<file path="config.mk">
export PLATFORM = sky130hd
export DESIGN_NAME = audio_pattern_loader
export DESIGN_NICKNAME = d
export VERILOG_FILES = /design/src/rtl/audio_pkg.sv /design/src/rtl/audio_pattern_loader_sound_timer.sv /design/src/rtl/audio_pattern_loader.sv
export SDC_FILE = /design/constraint.sdc
export NUM_CORES = 1
export LEC_CHECK = 0
export CAP_MARGIN = 5
export CORE_MARGIN = 2
export CORE_UTILIZATION = 50
export CTS_CLUSTER_SIZE = 20
export DETAILED_ROUTE_END_ITERATION = 16
export PLACE_DENSITY = 0.77
export SYNTH_ARGS = -nofsm -noshare
export SYNTH_HDL_FRONTEND = slang
export SYNTH_SLANG_ARGS = --single-unit
</file>
<file path="constraint.sdc">
create_clock -name clock -period 2.25 [get_ports clock]
set_clock_uncertainty 0.05 [all_clocks]
set_input_delay 0.3375 -clock clock [delete_from_list [all_inputs] [get_ports clock]]
set_output_delay 0.3375 -clock clock [all_outputs]
set_load 0.01 [all_outputs]
</file>
<file path="src/rtl/audio_pkg.sv">
// Shared definitions for the audio pattern path. The player and this loader both use these,
// so the pattern reset value is defined in one place only.
package audio_pkg;
  typedef enum logic [1:0] {
    IDLE   = 2'd0,
    FETCH  = 2'd1,
    COMMIT = 2'd2
  } fetch_state_e;

  localparam int PATTERN_BYTES = 16;
  localparam logic [8*PATTERN_BYTES-1:0] DEFAULT_PATTERN =
    128'h0000ffff0000ffff0000ffff0000ffff;
endpackage

</file>
<file path="src/rtl/audio_pattern_loader_sound_timer.sv">
// 8-bit sound timer: loadable down-counter that stops at zero; a load beats a tick.
module audio_pattern_loader_sound_timer (
  input  logic       clock,
  input  logic       reset,
  input  logic       write_i,
  input  logic [7:0] value_i,
  input  logic       tick_i,
  output logic [7:0] count_o,
  output logic       active_o
);
  logic [7:0] count_q, count_d;

  always_comb begin
    count_d = count_q;
    if (write_i) begin
      count_d = value_i;
    end else if (tick_i && (count_q != 8'd0)) begin
      count_d = count_q - 8'd1;
    end
  end

  always_ff @(posedge clock) begin
    if (!reset) begin
      count_q <= 8'd0;
    end else begin
      count_q <= count_d;
    end
  end

  assign count_o  = count_q;
  assign active_o = (count_q != 8'd0);
endmodule

</file>
<file path="src/rtl/audio_pattern_loader.sv">
// Fetches a byte-wide audio pattern over req/ack, assembles it MSB-first and strobes it
// into the square-wave player; also hosts the 60 Hz sound timer.
module audio_pattern_loader
  import audio_pkg::*;
#(
  parameter int ADDR_WIDTH = 16,
  parameter int PATTERN_BYTES = audio_pkg::PATTERN_BYTES,
  parameter logic [8*PATTERN_BYTES-1:0] DEFAULT_PATTERN = audio_pkg::DEFAULT_PATTERN
) (
  input  logic                       clock,
  input  logic                       reset,
  input  logic                       start,
  input  logic [ADDR_WIDTH-1:0]      base_addr,
  output logic                       busy,
  output logic                       mem_req,
  output logic [ADDR_WIDTH-1:0]      mem_addr,
  input  logic                       mem_ack,
  input  logic [7:0]                 mem_data,
  output logic [8*PATTERN_BYTES-1:0] pattern_out,
  output logic                       load_pattern,
  input  logic                       timer_write,
  input  logic [7:0]                 timer_value,
  input  logic                       tick_60hz,
  output logic [7:0]                 sound_timer,
  output logic                       sound_enable
);
  localparam int PW = 8 * PATTERN_BYTES;
  localparam int IW = (PATTERN_BYTES > 1) ? $clog2(PATTERN_BYTES) : 1;
  localparam logic [IW-1:0] LAST_IDX = IW'(PATTERN_BYTES - 1);

  fetch_state_e          state_q, state_d;
  logic [ADDR_WIDTH-1:0] addr_q, addr_d;
  logic [IW-1:0]         idx_q, idx_d;
  logic [PW-1:0]         asm_q, asm_d;
  logic [PW-1:0]         pattern_q, pattern_d;
  logic [PW-1:0]         asm_shifted;

  // Shifting left means the first byte fetched ends up in the top byte.
  assign asm_shifted = {asm_q[PW-9:0], mem_data};

  always_comb begin
    state_d      = state_q;
    addr_d       = addr_q;
    idx_d        = idx_q;
    asm_d        = asm_q;
    pattern_d    = pattern_q;
    busy         = 1'b0;
    mem_req      = 1'b0;
    load_pattern = 1'b0;
    case (state_q)
      IDLE: begin
        if (start) begin
          addr_d  = base_addr;
          idx_d   = '0;
          state_d = FETCH;
        end
      end
      FETCH: begin
        busy    = 1'b1;
        mem_req = 1'b1;
        if (mem_ack) begin
          asm_d  = asm_shifted;
          addr_d = addr_q + ADDR_WIDTH'(1);
          idx_d  = idx_q + IW'(1);
          if (idx_q == LAST_IDX) begin
            pattern_d = asm_shifted;
            state_d   = COMMIT;
          end
        end
      end
      COMMIT: begin
        busy         = 1'b1;
        load_pattern = 1'b1;
        state_d      = IDLE;
      end
      default: state_d = IDLE;
    endcase
  end

  always_ff @(posedge clock) begin
    if (!reset) begin
      state_q   <= IDLE;
      addr_q    <= '0;
      idx_q     <= '0;
      asm_q     <= '0;
      pattern_q <= DEFAULT_PATTERN;
    end else begin
      state_q   <= state_d;
      addr_q    <= addr_d;
      idx_q     <= idx_d;
      asm_q     <= asm_d;
      pattern_q <= pattern_d;
    end
  end

  assign mem_addr    = addr_q;
  assign pattern_out = pattern_q;

  audio_pattern_loader_sound_timer u_sound_timer (
    .clock    (clock),
    .reset    (reset),
    .write_i  (timer_write),
    .value_i  (timer_value),
    .tick_i   (tick_60hz),
    .count_o  (sound_timer),
    .active_o (sound_enable)
  );
endmodule

</file>
==> impl_metrics.yaml, run 1 <==
layout:
  fill_cells: 1709
  fin_nets: 1524
  finalInstanceArea_mm2: 0.0137
  insertedDiodeCount: 0
  finalNonFillerCells: 1771
  area_growth_pct: 32.3
  drive_gt1_share_pct: 6.86
logic_synthesis:
  yosysTopAreaCell: "dfxtp_1"
  synth_seq_cells: 278
  synth_area_leaders: "dfxtp_1 54%, nand2_1 18%, a21oi_1 9.4%"
  synth_edf_count: 0
  avgSynthCellArea_um2: 7.87
  synth.distinct_cells: 58
  synth_nets: 1363
  synth_top_cell_area_share_pct: 53.6
  synth_warnings: 0
  synthCells: 1318
  synth_area_mm2: 0.0104
  synth-main-ff-cell: "dfxtp_1"
  ys_seq_area_share_pct: 53.6
  async_reset_ff_share_pct: 0
clock_network:
  postCtsHoldBufs: 0
  ctsRootBufferMaster: "clkbuf_16"
  cts_num_sinks: 278
  clockBufferDepth: 3
  cts_max_level: 1
  clk_latency_ps: 550
  cts_tree: "done"
  clk_pin_slew_ps: 60
  post_cts_buffers: 0
  cts_buffers: 28
die:
  chipHeight_um: 148
  core-area_mm2: 0.0203
  io_pins: 194
  die_w_um: 148
  start_util_pct: 51.1
  rows: 52
  die-area_mm2: 0.0219
global_route:
  grtUsageTotal_pct: 23.9
  antenna_found_initial: 0
  grt_pass1_vias: 8932
  grt_pass1_wl_um: 43900
  grt_max_degree: 103
  grt_overflow: 0
timing:
  tns_ps: 0
  drv_slew: 0
  clock.fmax_ghz: 0.471
  tightest_slew_ps: 678
  slew_headroom_pct: 54.8
  rsz0062_at_grt: "no"
  period_minus_slack_ps: 2130
  finalCritPeriodShare_pct: 94.4
  hold_viol_final: 0
  setup_violations: 0
route:
  post_drt_wl_per_cell_um: 15.3
  initialDrtViolationCount: 636
  via_per_inst: 5.37
  wirelength_um: 27100
  drc: 0
  drtAntennaViolNets: 0
  vias: 9508
  first_pass_iters: 5
pwr:
  ir_worst_vdd_mv: 0.708
  p_per_area_mw_per_mm2: 849
  p_leak_nw: 5.02
placement:
  dp_cells: 1719
  place_congestion: 0.865
  io_buffers: 193
  post_dp_cell_area_mm2: 0.0127
  hpwl_um: 17000
flow_run:
  cap_viol_max_count: 0
setup_path:
  crit_path_end_kind: "primary output"
  crit_fanout: 6
  worstPathArrival_ps: 1740
  path_class: "reg -> out"
  critPathLaunchType: "flip-flop"
  required_ps: 1860
run_status:
  status: "complete, no violations"
hold_path:
  worstHoldPathType: "in -> reg"
## metrics by stage
stage	hold WS (ps)	util, %	total power, mW	setup slack (ps)
6_report	268	67.6	11.7	125
4_1_cts	253	67.6	11.7	-24.7
3_3_place_gp	390	62.4	6.62	157
2_1_floorplan	382	-	6.06	376
3_5_place_dp	395	62.4	6.64	130
5_1_grt	268	67.6	12.1	21.7
## cell families after synthesis
family	Yosys count	share of synthesized area [%]
XOR/XNOR	4	0.338
flip-flops	278	53.6
buffers and inverters	109	4.56
multiplexers	8	0.784
AND/OR/NAND/NOR	668	27.0
AO/OA/AOI/OAI	244	12.8
adder cells (fa/ha/maj)	7	0.844
## layout make-up
type	instances	area (µm²)	share of cell area, %
timing repair buffer	226	2340	17.0
sequential	278	5570	40.6
inverter	14	57.6	0.419
tap	270	338	2.46
clock inverter	12	215	1.57
clock buffer	40	826	6.02
multi-input combinational	931	4380	31.9
## what timing repair did
action                                  in CTS  in global routing
endpoints found under the setup margin       2                  1
pin swaps                                    0                  0
resized for setup                            9                  1
## Yosys cell counts, types with 7 or more instances
| master | number |
|---|---|
| nand2_1 | 508 |
| dfxtp_1 | 278 |
| a21oi_1 | 195 |
| nand3_1 | 74 |
| clkbuf_1 | 45 |
| buf_2 | 39 |
| nor2_1 | 21 |
| o21ai_0 | 16 |
| inv_1 | 13 |
| nand4_1 | 13 |
| nor3_1 | 12 |
| buf_1 | 9 |
| nand2b_1 | 8 |
| nor4_1 | 8 |
| ha_1 | 7 |
| mux2i_1 | 7 |
## state kept, by name, indices dropped and copies added, names as in the netlist
register               count
asm_q                    120
u_sound_timer.count_o      8
pattern_out              128
state_q                    2
idx_q                      4
mem_addr                  16
## worst max-delay path, stage by stage, from the launching register on
cell,delay (ps)
dfxtp_1,350
nor2_1,260
and4_4,290
inv_1,40
dlygate4sd2_1,270
## final timing paths
path | startpoint | depth (start not counted) | to | slack [ps]
worst min register to register | pattern_out[125] | 2 | pattern_out[125] | 400
worst max-delay path | u_sound_timer.count_o[2] | 4 | sound_enable | 120
worst min-delay path | reset | 3 | pattern_out[109] | 270
worst max register to register | state_q[0] | 6 | mem_addr[0] | 280
## cells in the final DEF (no fill, tap or decap), types with 3 or more instances in the layout
| cell type | n |
|---|---|
| bufinv_16 | 5 |
| inv_1 | 12 |
| ha_1 | 6 |
| o22ai_1 | 3 |
| or4_1 | 3 |
| a31oi_1 | 5 |
| a22oi_1 | 5 |
| buf_4 | 20 |
| clkbuf_1 | 4 |
| dfxtp_1 | 276 |
| o21ai_0 | 16 |
| nor4_1 | 8 |
| nand3_1 | 74 |
| nor2_1 | 19 |
| clkdlybuf4s50_1 | 189 |
| buf_12 | 13 |
| nand2_1 | 507 |
| or3_1 | 5 |
| a21oi_1 | 195 |
| nand2b_1 | 8 |
| clkinv_2 | 4 |
| clkbuf_16 | 28 |
| mux2i_1 | 7 |
| nand4_1 | 13 |
| clkbuf_8 | 8 |
| nor3_1 | 11 |
## power by group
group | internal (mW) | switching, mW
combinational | 0.557 | 0.807
clock | 3.14 | 1.96
sequential | 5.03 | 0.164
total | 8.73 | 2.93
## per-layer routing
metal / part of all wire, % / wire, µm / track usage, % / vias up
li1: - / - / - / 4672
met1: 43 / 11700 / 31.2 / 4489
met2: 48 / 13100 / 40.6 / 293
met3: 6.2 / 1680 / 4.23 / 54
met4: 2.2 / 593 / 7.14 / 0
met5: 0 / 0 / 0 / -
Note: power is estimated with default switching activity, not from simulation.
==> inputs of run 2 (changes only) <==
--- a/config.mk
+++ b/config.mk
@@ -5,6 +5,7 @@
 export SDC_FILE = /design/constraint.sdc
 export NUM_CORES = 1
 export LEC_CHECK = 0
+export ABC_CLOCK_PERIOD_IN_PS = 2250
 export CAP_MARGIN = 5
 export CORE_MARGIN = 2
 export CORE_UTILIZATION = 50
==> results of run 2 <==
No change in the layout: final DEF, timing and power equal those of run 1.
==> inputs of run 3 (changes only) <==
--- a/config.mk
+++ b/config.mk
@@ -11,6 +11,7 @@
 export CORE_UTILIZATION = 50
 export CTS_CLUSTER_SIZE = 20
 export DETAILED_ROUTE_END_ITERATION = 16
+export GPL_TIMING_DRIVEN = 0
 export PLACE_DENSITY = 0.77
 export SYNTH_ARGS = -nofsm -noshare
 export SYNTH_HDL_FRONTEND = slang
==> run 3 against run 2 <==
Non-clock buffer count rose by 61. Largest power group unchanged. First-iteration DRC count rose by 9.6%. Power fell by 1.6%. Worst hold slack improved by 72 ps. Critical path depth fell by 1. Combinational power barely moved. Register-to-register slack got worse by 160 ps. Final cell count rose by 3.4%. Fmax fell by 1.8%.
==> impl_metrics.yaml, run 3 (synthesis gave the netlist of run 1 again) <==
run_status:
  status: "complete, no violations"
clock_network:
  clk_pin_slew_ps: 60
  cts_buffers: 28
  clockBufferDepth: 3
  ctsRootBufferMaster: "clkbuf_16"
  cts_tree: "done"
  postCtsHoldBufs: 0
  cts_max_level: 1
  cts_num_sinks: 278
  clk_latency_ps: 530
global_route:
  grt_overflow: 0
  grt_max_degree: 15
  grt_pass1_wl_um: 46300
  grtUsageTotal_pct: 25.7
  grt_pass1_vias: 9276
  antenna_found_initial: 0
placement:
  place_congestion: 0.895
  hpwl_um: 20300
  pre_cts_ws_ps: -199
  io_buffers: 191
  dp_cells: 1779
pwr:
  p_leak_nw: 5.03
  total_power_mw: 11.5
  p_per_area_mw_per_mm2: 838
  ir_worst_vdd_mv: 0.591
layout:
  mostFrequentLayoutCell: "nand2_1"
  largest_reg_flops: 128
  insertedDiodeCount: 0
  area_growth_pct: 31.9
  fin_nets: 1585
  final_cell_mix: "507 x nand2_1, 275 x dfxtp_1, 195 x a21oi_1"
  utilization_pct: 67.4
  drive_gt1_share_pct: 7.43
  finalNonFillerCells: 1831
route:
  via_per_inst: 5.36
  drc: 0
  met2WireLength_um: 13500
  highest_layer: "met4"
  drtAntennaViolNets: 0
  initialDrtViolationCount: 697
  wirelength_um: 29300
  post_drt_wl_per_cell_um: 16.0
  first_pass_iters: 5
  vias: 9813
  met1_length_um: 13000
  wl_met3_um: 1930
timing:
  tightest_slew_ps: 783
  slew_headroom_pct: 47.8
  period_minus_slack_ps: 2160
  hold_viol_final: 0
  finalCritPeriodShare_pct: 96.2
  setup_violations: 0
  tns_ps: 0
  drv_slew: 0
  fin_ws_ps: 85.1
  clock.fmax_ghz: 0.462
setup_path:
  startpoint: "state_q[1]"
  crit_path_end_kind: "primary output"
  timing.rr.start: "state_q[1]"
  required_ps: 1860
  path_class: "reg -> out"
  worstPathArrival_ps: 1780
  critPathLaunchType: "flip-flop"
  r2r_cells: 8
  crit_fanout: 4
die:
  start_util_pct: 51.1
  chipHeight_um: 148
  rows: 52
  core-area_mm2: 0.0203
  io_pins: 194
  die_w_um: 148
  die-area_mm2: 0.0219
flow_run:
  cap_viol_max_count: 0
hold_path:
  worstHoldPathType: "in -> reg"
  min_path_cells: 3
  hp-start: "reset"
[run 3: changes by cell type in the layout (fill, tap and decap cells not counted), sizes merged]
cell / previous run / this run
buf: 34 / 52
bufinv: 5 / 4
clkbuf: 40 / 83
clkdlybuf4s50: 189 / 190
clkinv: 5 / 7
dlygate4sd2: 2 / 1
dlymetal6s2s: 1 / 0
inv: 14 / 13
[run 3: path summary, 6_finish.rpt]
| kind | endpoint | slack, ps |
|---|---|---|
| worst max-delay path | busy | 90 |
| worst min-delay path | mem_addr[4] | 340 |
| worst max register to register | mem_addr[13] | 120 |
| worst min register to register | pattern_out[16] | 400 |
[run 3: cell type report]
cell class / count / area [µm²]
multi-input combinational: 931 / 4370
buffer: 95 / 445
sequential: 278 / 5570
clock inverter: 12 / 165
timing repair buffer: 192 / 1920
clock buffer: 39 / 823
inverter: 14 / 52.6
fill: 1739 / 6620
tap: 270 / 338
[run 3: through the flow]
stage	instance area (µm²)	hold slack (ps)
after floorplan	10400	382
after global placement	12600	392
after detailed placement	12600	396
after CTS	13700	300
after global routing	13700	342
final	13700	341
[run 3: where the power goes]
group,switching (mW),internal (mW),leakage [nW]
registers,0.162,5.03,2.25
logic,0.837,0.529,2.29
clock network,1.90,3.00,0.486
[run 3: layer usage]
layer	vias up	GRT usage, %
li1	4822	-
met1	4588	34.8
met2	333	42.3
met3	70	4.08
met4	0	8.33
met5	-	0
[run 3: worst max-delay path, cell delays in order (launching register included)]
cell and delay (ps):
dfxtp_1 340, inv_1 90, ha_1 280, clkdlybuf4s50_1 550
[run 3: what timing repair did]
action | 4_1_cts | 5_1_grt
resized for setup | 15 | 21
pin swaps | 2 | 0
buffers inserted | 1 | 0
endpoints found under the setup margin | 214 | 221
==> edit (config.mk and constraints of run 2) <==
Set the parameter `ADDR_WIDTH` to 17 (it was 16).
--- a/src/rtl/audio_pattern_loader.sv
+++ b/src/rtl/audio_pattern_loader.sv
@@ -4,5 +4,5 @@
   import audio_pkg::*;
 #(
-  parameter int ADDR_WIDTH = 16,
+  parameter int ADDR_WIDTH = 17,
   parameter int PATTERN_BYTES = audio_pkg::PATTERN_BYTES,
   parameter logic [8*PATTERN_BYTES-1:0] DEFAULT_PATTERN = audio_pkg::DEFAULT_PATTERN
Interface: changed (resized base_addr and mem_addr); port bits go from 194 to 196. No check against the original RTL was run, so the function may have changed too.
==> edit against run 2 <==
Die area increased by 0.68%. Combinational power increased by 7%. Count of clock-buffer cells in the layout grew 2. First-iteration DRC count decreased by 11%. Routed wire length fell by 0.11%. Sequential cell count increased by 1. Cell area decreased by 0.38%. Clock power decreased by 8.4%. Synthesized area is 0.70% higher. Worst setup slack better by 0.010 ns. Power is 2.8% lower. Critical path type unchanged. Critical endpoint is now load_pattern. Largest power group unchanged.
==> edit: results <==
metrics = {
    "routing": {
        "drt_first_iter_violations": 565,
        "routed_via_density": 5.33,
        "total_routed_wirelength_mm": 27.1,
    },
    "place": {
        "place_area_um2": 12700,
        "place_congestion": 0.892,
        "detailed_place_hpwl_mm": 17.0,
        "placement.io_buffers": 195,
    },
    "setup_path": {
        "worstPathArrival_ns": 1.73,
        "r2r_setup_slack_ns": 0.22,
        "cp_max_fo": 4,
    },
    "clock_network": {
        "cts_max_path_buffers": 3,
        "worst_skew_pair.late_latency_ns": 0.53,
        "tritoncts.num_buffers": 28,
        "cts_htree_levels": 1,
    },
    "yosys": {
        "syn_nets": 1382,
        "post_synth_main_area_contributors": "dfxtp_1, nand2_1, a21oi_1, nand3_1, clkbuf_1",
        "yosys.area_share.adder": 0.00838,
        "post_synth_mux_area_share": 0.00491,
        "synthTopCellsByCount": "nand2_1, dfxtp_1, a21oi_1",
        "post_synth_num_cell_types": 56,
        "synth-compound-area-share": 0.137,
        "synth_warnings": 0,
        "synth_seq_area_share": 0.534,
        "area_share_of_xor_xnor_cells_in_the_synthesized_design": 0.000838,
    },
    "grt": {
        "grt_first_pass_wirelength_mm": 44.1,
        "number_of_global_route_vias_before_repair": 8805,
        "antenna_found_initial": 0,
        "grt_start_max_net_pins": 83,
        "globalRouteTotalUtil": 0.238,
    },
    "final_layout": {
        "final_nets": 1540,
        "layout.filler_cells": 1726,
        "final_design_area_no_fill_um2": 13700,
        "fraction_of_final_layout_cells_sized_beyond_drive_strength_1": 0.0575,
    },
    "timing": {
        "max-slew-margin-rel": 0.607,
        "final.hold.worst_slack_ns": 0.293,
    },
    "hold_path": {
        "timing.hold.worst.class": "in2reg",
    },
    "power_and_ir_drop": {
        "irDropWorstVdd_mv": 0.632,
        "power.static_leakage_nw": 4.93,
    },
    "outcome": {
        "run_status": "complete, no violations",
    },
}
## edit: changes by cell type in the layout (fill, tap and decap cells not counted), sizes merged, moves of 4 or more
| cell | delta |
|---|---|
| nand2 | +8 |
| a31oi | +7 |
| nand4 | -7 |
| nor2b | +7 |
| a21oi | +6 |
| inv | -5 |
| nand2b | -5 |
| nor2 | -4 |
| nor4 | -4 |
| o21ai | -4 |
| o31a | +4 |
## edit: metal layers
layer	wire [µm]	global-route usage
met3	1700	0.0380
met5	0	0
met4	626	0.0667
met2	12600	0.387
met1	12100	0.331
## edit: final timing paths
path	start	endpoint	cells past startpoint
max	state_q[0]	load_pattern	3
min	reset	idx_q[0]	3
max reg2reg	state_q[0]	mem_addr[11]	7
min reg2reg	pattern_out[122]	pattern_out[122]	2
## edit: report_power, final
group          internal (mW)  total (mW)  switching, mW
registers               5.05        5.20          0.156
clock network           2.83        4.67           1.84
logic                  0.594        1.45          0.855
total                   8.47        11.3           2.85
## edit: per-stage QoR
step                worst slack, ns  cells
floorplan                     0.279   1336
global placement              0.117   1733
detailed placement           0.0701   1733
CTS                          0.0925   1783
global route                 0.0312   1783
finish                        0.135   1783
## edit: worst max-delay path, stage by stage, from the launching register on
cell	delay [ns]
dfxtp_1	0.33
inv_1	0.13
ha_1	0.18
clkdlybuf4s50_1	0.56
## edit: area by class of cell
type                            count  share of cell area
Clock inverter                      7             0.00833
Inverter                            9             0.00284
Sequential cell                   279               0.409
Clock buffer                       42              0.0596
Timing Repair Buffer              226               0.169
Tap cell                          270              0.0247
Multi-Input combinational cell    950               0.327
## edit: what timing repair did
action | CTS | global route
buffers inserted | 1 | 0
hold buffers | 0 | 0
gates resized for setup | 9 | 0
endpoints found under the setup margin | 2 | 0
